$ cat src/rtl/pat_code_tx.sv
`default_nettype none
// ============================================================================
//  Module   : pat_code_tx
//  Purpose  : Serial transmitter for the 16-bit pat code word. Sends one
//             header byte, then data[7:0], then data[15:8], each as an 8N1
//             UART byte (LSB first) on a single idle-high line. Optional
//             idle-high gap bit times are inserted between the bytes.
//  Ports    : clk    - system clock
//             rst_n  - asynchronous active-low reset
//             send   - transmit request, sampled only while idle
//             data   - 16-bit code word, latched on acceptance
//             tx     - serial line (idle high)
//             busy   - high while a frame is in flight
//             done   - one-cycle pulse when the final stop bit completes
//  Revision : 1.0  initial release
// ============================================================================
module pat_code_tx #(
  parameter int         CLKS_PER_BIT = 5208,
  parameter logic [7:0] HEADER       = 8'hA5,
  parameter int         GAP_BITS     = 1
) (
  input  logic        clk,
  input  logic        rst_n,
  input  logic        send,
  input  logic [15:0] data,
  output logic        tx,
  output logic        busy,
  output logic        done
);

  localparam int c_baud_w = (CLKS_PER_BIT > 1) ? $clog2(CLKS_PER_BIT) : 1;
  localparam logic [c_baud_w-1:0] c_baud_last = c_baud_w'(CLKS_PER_BIT - 1);
  // Gap counter is kept at least one bit wide so GAP_BITS=0 still elaborates;
  // the GAP state is simply unreachable in that configuration.
  localparam int c_gap_w = (GAP_BITS > 1) ? $clog2(GAP_BITS) : 1;
  localparam logic [c_gap_w-1:0] c_gap_last =
    c_gap_w'((GAP_BITS > 0) ? (GAP_BITS - 1) : 0);

  typedef enum logic [2:0] {
    ST_IDLE  = 3'd0,
    ST_START = 3'd1,
    ST_DATA  = 3'd2,
    ST_STOP  = 3'd3,
    ST_GAP   = 3'd4
  } state_t;

  state_t                r_state;
  logic [c_baud_w-1:0]   r_baud_cnt;
  logic [c_gap_w-1:0]    r_gap_cnt;
  logic [2:0]            r_bit_idx;
  logic [1:0]            r_byte_idx;
  logic [7:0]            r_shift;
  logic [15:0]           r_hold;
  logic                  w_tick;
  logic [7:0]            w_next_byte;

  assign w_tick = (r_baud_cnt == c_baud_last);

  // Byte to load when leaving STOP: byte_idx still names the byte just sent.
  always_comb begin
    w_next_byte = r_hold[15:8];
    if (r_byte_idx == 2'd0) begin
      w_next_byte = r_hold[7:0];
    end
  end

  always_ff @(posedge clk or negedge rst_n) begin
    if (!rst_n) begin
      r_state    <= ST_IDLE;
      r_baud_cnt <= '0;
      r_gap_cnt  <= '0;
      r_bit_idx  <= '0;
      r_byte_idx <= '0;
      r_shift    <= '0;
      r_hold     <= '0;
      tx         <= 1'b1;
      busy       <= 1'b0;
      done       <= 1'b0;
    end else begin
      done <= 1'b0;

      // Baud counter free-runs only while a frame is in flight, so every
      // bit (start, data, stop, gap) lasts exactly CLKS_PER_BIT cycles.
      if (r_state == ST_IDLE || w_tick) begin
        r_baud_cnt <= '0;
      end else begin
        r_baud_cnt <= r_baud_cnt + 1'b1;
      end

      case (r_state)
        ST_IDLE: begin
          r_byte_idx <= '0;
          r_bit_idx  <= '0;
          r_gap_cnt  <= '0;
          if (send) begin
            r_hold  <= data;
            r_shift <= HEADER;
            tx      <= 1'b0;
            busy    <= 1'b1;
            r_state <= ST_START;
          end
        end

        ST_START: begin
          if (w_tick) begin
            tx        <= r_shift[0];
            r_shift   <= r_shift >> 1;
            r_bit_idx <= '0;
            r_state   <= ST_DATA;
          end
        end

        ST_DATA: begin
          if (w_tick) begin
            if (r_bit_idx == 3'd7) begin
              tx      <= 1'b1;
              r_state <= ST_STOP;
            end else begin
              tx        <= r_shift[0];
              r_shift   <= r_shift >> 1;
              r_bit_idx <= r_bit_idx + 1'b1;
            end
          end
        end

        ST_STOP: begin
          if (w_tick) begin
            if (r_byte_idx == 2'd2) begin
              busy    <= 1'b0;
              done    <= 1'b1;
              r_state <= ST_IDLE;
            end else begin
              r_byte_idx <= r_byte_idx + 1'b1;
              r_shift    <= w_next_byte;
              if (GAP_BITS > 0) begin
                r_gap_cnt <= '0;
                r_state   <= ST_GAP;
              end else begin
                tx      <= 1'b0;
                r_state <= ST_START;
              end
            end
          end
        end

        ST_GAP: begin
          if (w_tick) begin
            if (r_gap_cnt == c_gap_last) begin
              tx      <= 1'b0;
              r_state <= ST_START;
            end else begin
              r_gap_cnt <= r_gap_cnt + 1'b1;
            end
          end
        end

        default: begin
          tx      <= 1'b1;
          busy    <= 1'b0;
          r_state <= ST_IDLE;
        end
      endcase
    end
  end

endmodule
`default_nettype wire
$ cat config.mk
export PLATFORM = sky130hd
export DESIGN_NAME = pat_code_tx
export DESIGN_NICKNAME = d
export VERILOG_FILES = /design/src/rtl/pat_code_tx.sv
export SDC_FILE = /design/constraint.sdc
export NUM_CORES = 1
export LEC_CHECK = 0
export CORE_MARGIN = 5
export CORE_UTILIZATION = 45
export CTS_BUF_LIST = sky130_fd_sc_hd__clkbuf_16
export CTS_CLUSTER_DIAMETER = 200
export DETAILED_ROUTE_END_ITERATION = 10
export SLEW_MARGIN = 20
export SYNTH_ARGS = -nofsm -noshare
export SYNTH_HDL_FRONTEND = slang
export SYNTH_SLANG_ARGS = --single-unit
$ cat constraint.sdc
create_clock -name clk -period 2.25 [get_ports clk]
set_input_delay 0.675 -clock clk [delete_from_list [all_inputs] [get_ports clk]]
set_output_delay 0.675 -clock clk [all_outputs]
set_load 0.005 [all_outputs]
==> summary.md <==
| Metric | Value |
|---|---|
| Max clock buf depth | 2 |
| Slew Limit Fails | 0 |
| Antenna Cells | 0 |
| Placer Congestion | 0.784 |
| Vias/cell | 5.29 |
| Register bit total from synthesis | 48 |
| Vias in the first global route | 1690 |
| Ys async rst share | 100% |
| Die X-Extent | 83.9 um |
| Synth cell types | 43 |
| DRC | 0 |
| First-pass GRT wire length | 8020 um |
| All-Layer GR Usage | 14.3% |
| I/O pin cnt | 22 |
| Mapped Cells | 221 |
| Final-report hold violation count | 0 |
| Worst Max-Slew Pin Slew | 0.558 ns |
| RSZ-0062 raised after global routing | no |
| Number of H-tree levels | 2 |
| Non-filler cells, final | 318 |
| Starting density of the core | 47.2% |
| CTS sink cnt | 48 |
| Slowest cell on crit path | dfrtp_1 |
| Worst setup EP type | register |
| Final period util | 90.1% |
| Max rail drop VDD | 471 uV |
| Final WL | 4570 um |
| Starting DRC count in detailed routing | 89 |
| DIE AREA | 0.00703 mm^2 |
| Core area | 0.00520 mm^2 |
| Worst endpoint required time | 2.41 ns |
| Largest net degree at the start of global routing | 27 |
| Die Ht | 83.9 um |
| Primary FF master, synth | dfrtp_1 |
| CTS root buffer | clkbuf_16 |
| Layout cells sized above 1 | 19.8% |
| WL/cell | 14.4 um |
| Power density cells | 841 mW/mm^2 |
| Status | complete, no violations |
| Initial antenna violation count | 0 |
| Row Count | 26 |
| Area Growth Syn to Fin | 19.4% |
| Sequential cell area | 0.00120 mm^2 |
| FILL cells | 463 |
| Critical path cell sequence | ha_1 -> ha_1 -> nand2_1 -> o211ai_1 -> a221oi_4 -> buf_4 -> mux2_2 |
| Final setup vio count | 0 |
| Final Cell Area | 0.00293 mm^2 |
| Cells after DPL | 310 |
| PortBufs | 21 |
| TritonCTS clock tree | built |
| Synth warn | 0 |
| Latest clock arrival within the worst-skew pair | 0.28 ns |
| Type of origin of the critical path | register |
| Seq/Total Area, Yosys | 49.0% |
| Cts bufs inserted | 5 |
| EDFF count, synth | 0 |
| Worst Skew | 0.00534 ns |
| Area of the multi-input gates | 0.00116 mm^2 |
| Min Tclk post-route | 2.03 ns |
| Max-Cap Viols | 0 |
| Critical-path maximum fanout | 4 |
| DR vias | 1683 |
| Post_cts resized | 0 |
| Antenna Nets Post-Route | 0 |
| Delay-heaviest family, CP | compound AO/OA/AOI/OAI gates |
| Post-Syn Nets | 245 |
| Synth Cell Area | 0.00245 mm^2 |
| Fmax | 0.493 GHz |
| P_leak | 1.33 nW |
| Crit path arrival time | 2.19 ns |
| Mean post-synth cell area | 11.1 um^2 |
| Postcts setup bufs | 0 |
| Rel. slew slack | 62.8% |
| Hpwl dp | 3340 um |
| Max incr delay on CP | 0.39 ns |
| TNS Setup | 0 ns |
| Hold Path Class | in2async |
| Register clock-pin slew on the reported worst setup and hold paths | 0.06 ns |
| Grt total ovfl | 0 |
| Dpl cell area | 0.00279 mm^2 |
| Fin nets | 271 |
| # hold bufs at CTS | 0 |
| Hold Slack | 0.379 ns |
| 1st-pass router iterations | 4 |
| Crit path kind | reg2reg |
| Buf/Inv on CP | 1 |
| Most numerous cell on the critical path | ha_1 |
cell usage after synthesis (2+ instances only):
cell type / number / share of area [%]
o2bb2ai_1: 5 / 1.8
mux2_2: 25 / 11
xor2_1: 12 / 4.3
nor4_1: 3 / 0.76
nand3_1: 6 / 1.2
nor3_1: 2 / 0.41
clkbuf_1: 6 / 0.92
o22ai_1: 2 / 0.51
buf_4: 2 / 0.61
nand2b_1: 4 / 1.0
a2bb2oi_1: 4 / 1.4
ha_1: 5 / 2.5
and2_1: 3 / 0.76
nand4_1: 6 / 1.5
o21ai_0: 8 / 1.6
mux2i_1: 9 / 3.7
buf_2: 4 / 0.82
or2_1: 2 / 0.51
inv_1: 7 / 1.1
dfrtp_1: 47 / 48
nor2_1: 22 / 3.4
a22o_1: 2 / 0.71
a21oi_1: 6 / 1.2
xnor2_1: 2 / 0.71
and4_1: 2 / 0.71
and3_1: 2 / 0.51
nand2_1: 7 / 1.1
per-layer routing:
metal  GRT usage (%)  routed length (um)  up-vias
met2            21.2                2000       19
met4            5.70                  70        0
li1                -                   -      831
met1            19.7                2330      828
met3            3.95                 168        5
met5               0                   0        -
layout by cell type (no fill, tap or decap), types with 3 or more instances in the layout:
cell and instances:
o21ai_0 8, nor2_1 22, clkdlybuf4s50_1 20, nand4_1 6, a2bb2oi_1 4, nand2_1 7
ha_1 5, a21oi_1 6, nand2b_1 4, and2_1 3, inv_1 9, xor2_1 12
dfrtp_1 47, buf_4 9, nor4_1 3, o2bb2ai_1 5, mux2_2 25, clkbuf_16 5
mux2i_1 9, nand3_1 6
cells by family (layout without fill, tap and decap cells):
| logic type | count (synthesis) | after routing | share of synthesized area (%) |
|---|---|---|---|
| multiplexers | 34 | 34 | 15.1 |
| adder cells (fa/ha/maj) | 5 | 5 | 2.55 |
| buffers and inverters | 20 | 47 | 3.57 |
| flip-flops | 48 | 48 | 49.0 |
| AND/OR/NAND/NOR | 69 | 69 | 15.4 |
| AO/OA/AOI/OAI | 31 | 31 | 9.33 |
| XOR/XNOR | 14 | 14 | 5.00 |
through the flow:
step | total power, W | utilization (%) | worst slack, ns
detailed placement | 0.00180 | 53.7 | -0.0217
floorplan | 0.00161 | - | 0.292
CTS | 0.00249 | 56.3 | 0.214
global route | 0.00262 | 56.3 | 0.0901
finish | 0.00246 | 56.3 | 0.223
global placement | 0.00177 | 53.7 | 0.00719
cell type report:
cell class	count	share of cell area (%)
Clock buffer	5	4.27
Clock inverter	3	0.384
Sequential cell	48	41.0
Multi-Input combinational cell	153	39.8
Timing Repair Buffer	32	10.7
Inverter	7	0.897
Tap cell	70	2.99
worst paths after layout:
| path | from | endpoint | slack [ns] | depth (start not counted) |
|---|---|---|---|---|
| worst max-delay path | r_bit_idx[0] | r_shift[4] | 0.22 | 7 |
| worst min-delay path | rst_n | r_bit_idx[0] | 0.38 | 1 |
| worst max register to register | r_bit_idx[0] | r_shift[4] | 0.22 | 7 |
| worst min register to register | r_baud_cnt[0] | r_baud_cnt[0] | 0.45 | 1 |
| max in group asynchronous | rst_n | r_shift[1] | 1.34 | 2 |
| min in group clk | r_baud_cnt[0] | r_baud_cnt[0] | 0.45 | 1 |
power breakdown:
part | leakage (nW) | switching (W) | internal, W
clock | 0.0738 | 0.000292 | 0.000400
combinational | 0.664 | 0.000215 | 0.000332
sequential | 0.590 | 0.000136 | 0.00109
sequential cells by signal, indices dropped and copies added, names as in the netlist:
register    flops
r_baud_cnt     13
tx              1
busy            1
r_state         3
r_hold         16
done            1
r_bit_idx       3
r_byte_idx      2
r_shift         8
Power figures use the tool's default switching activity.
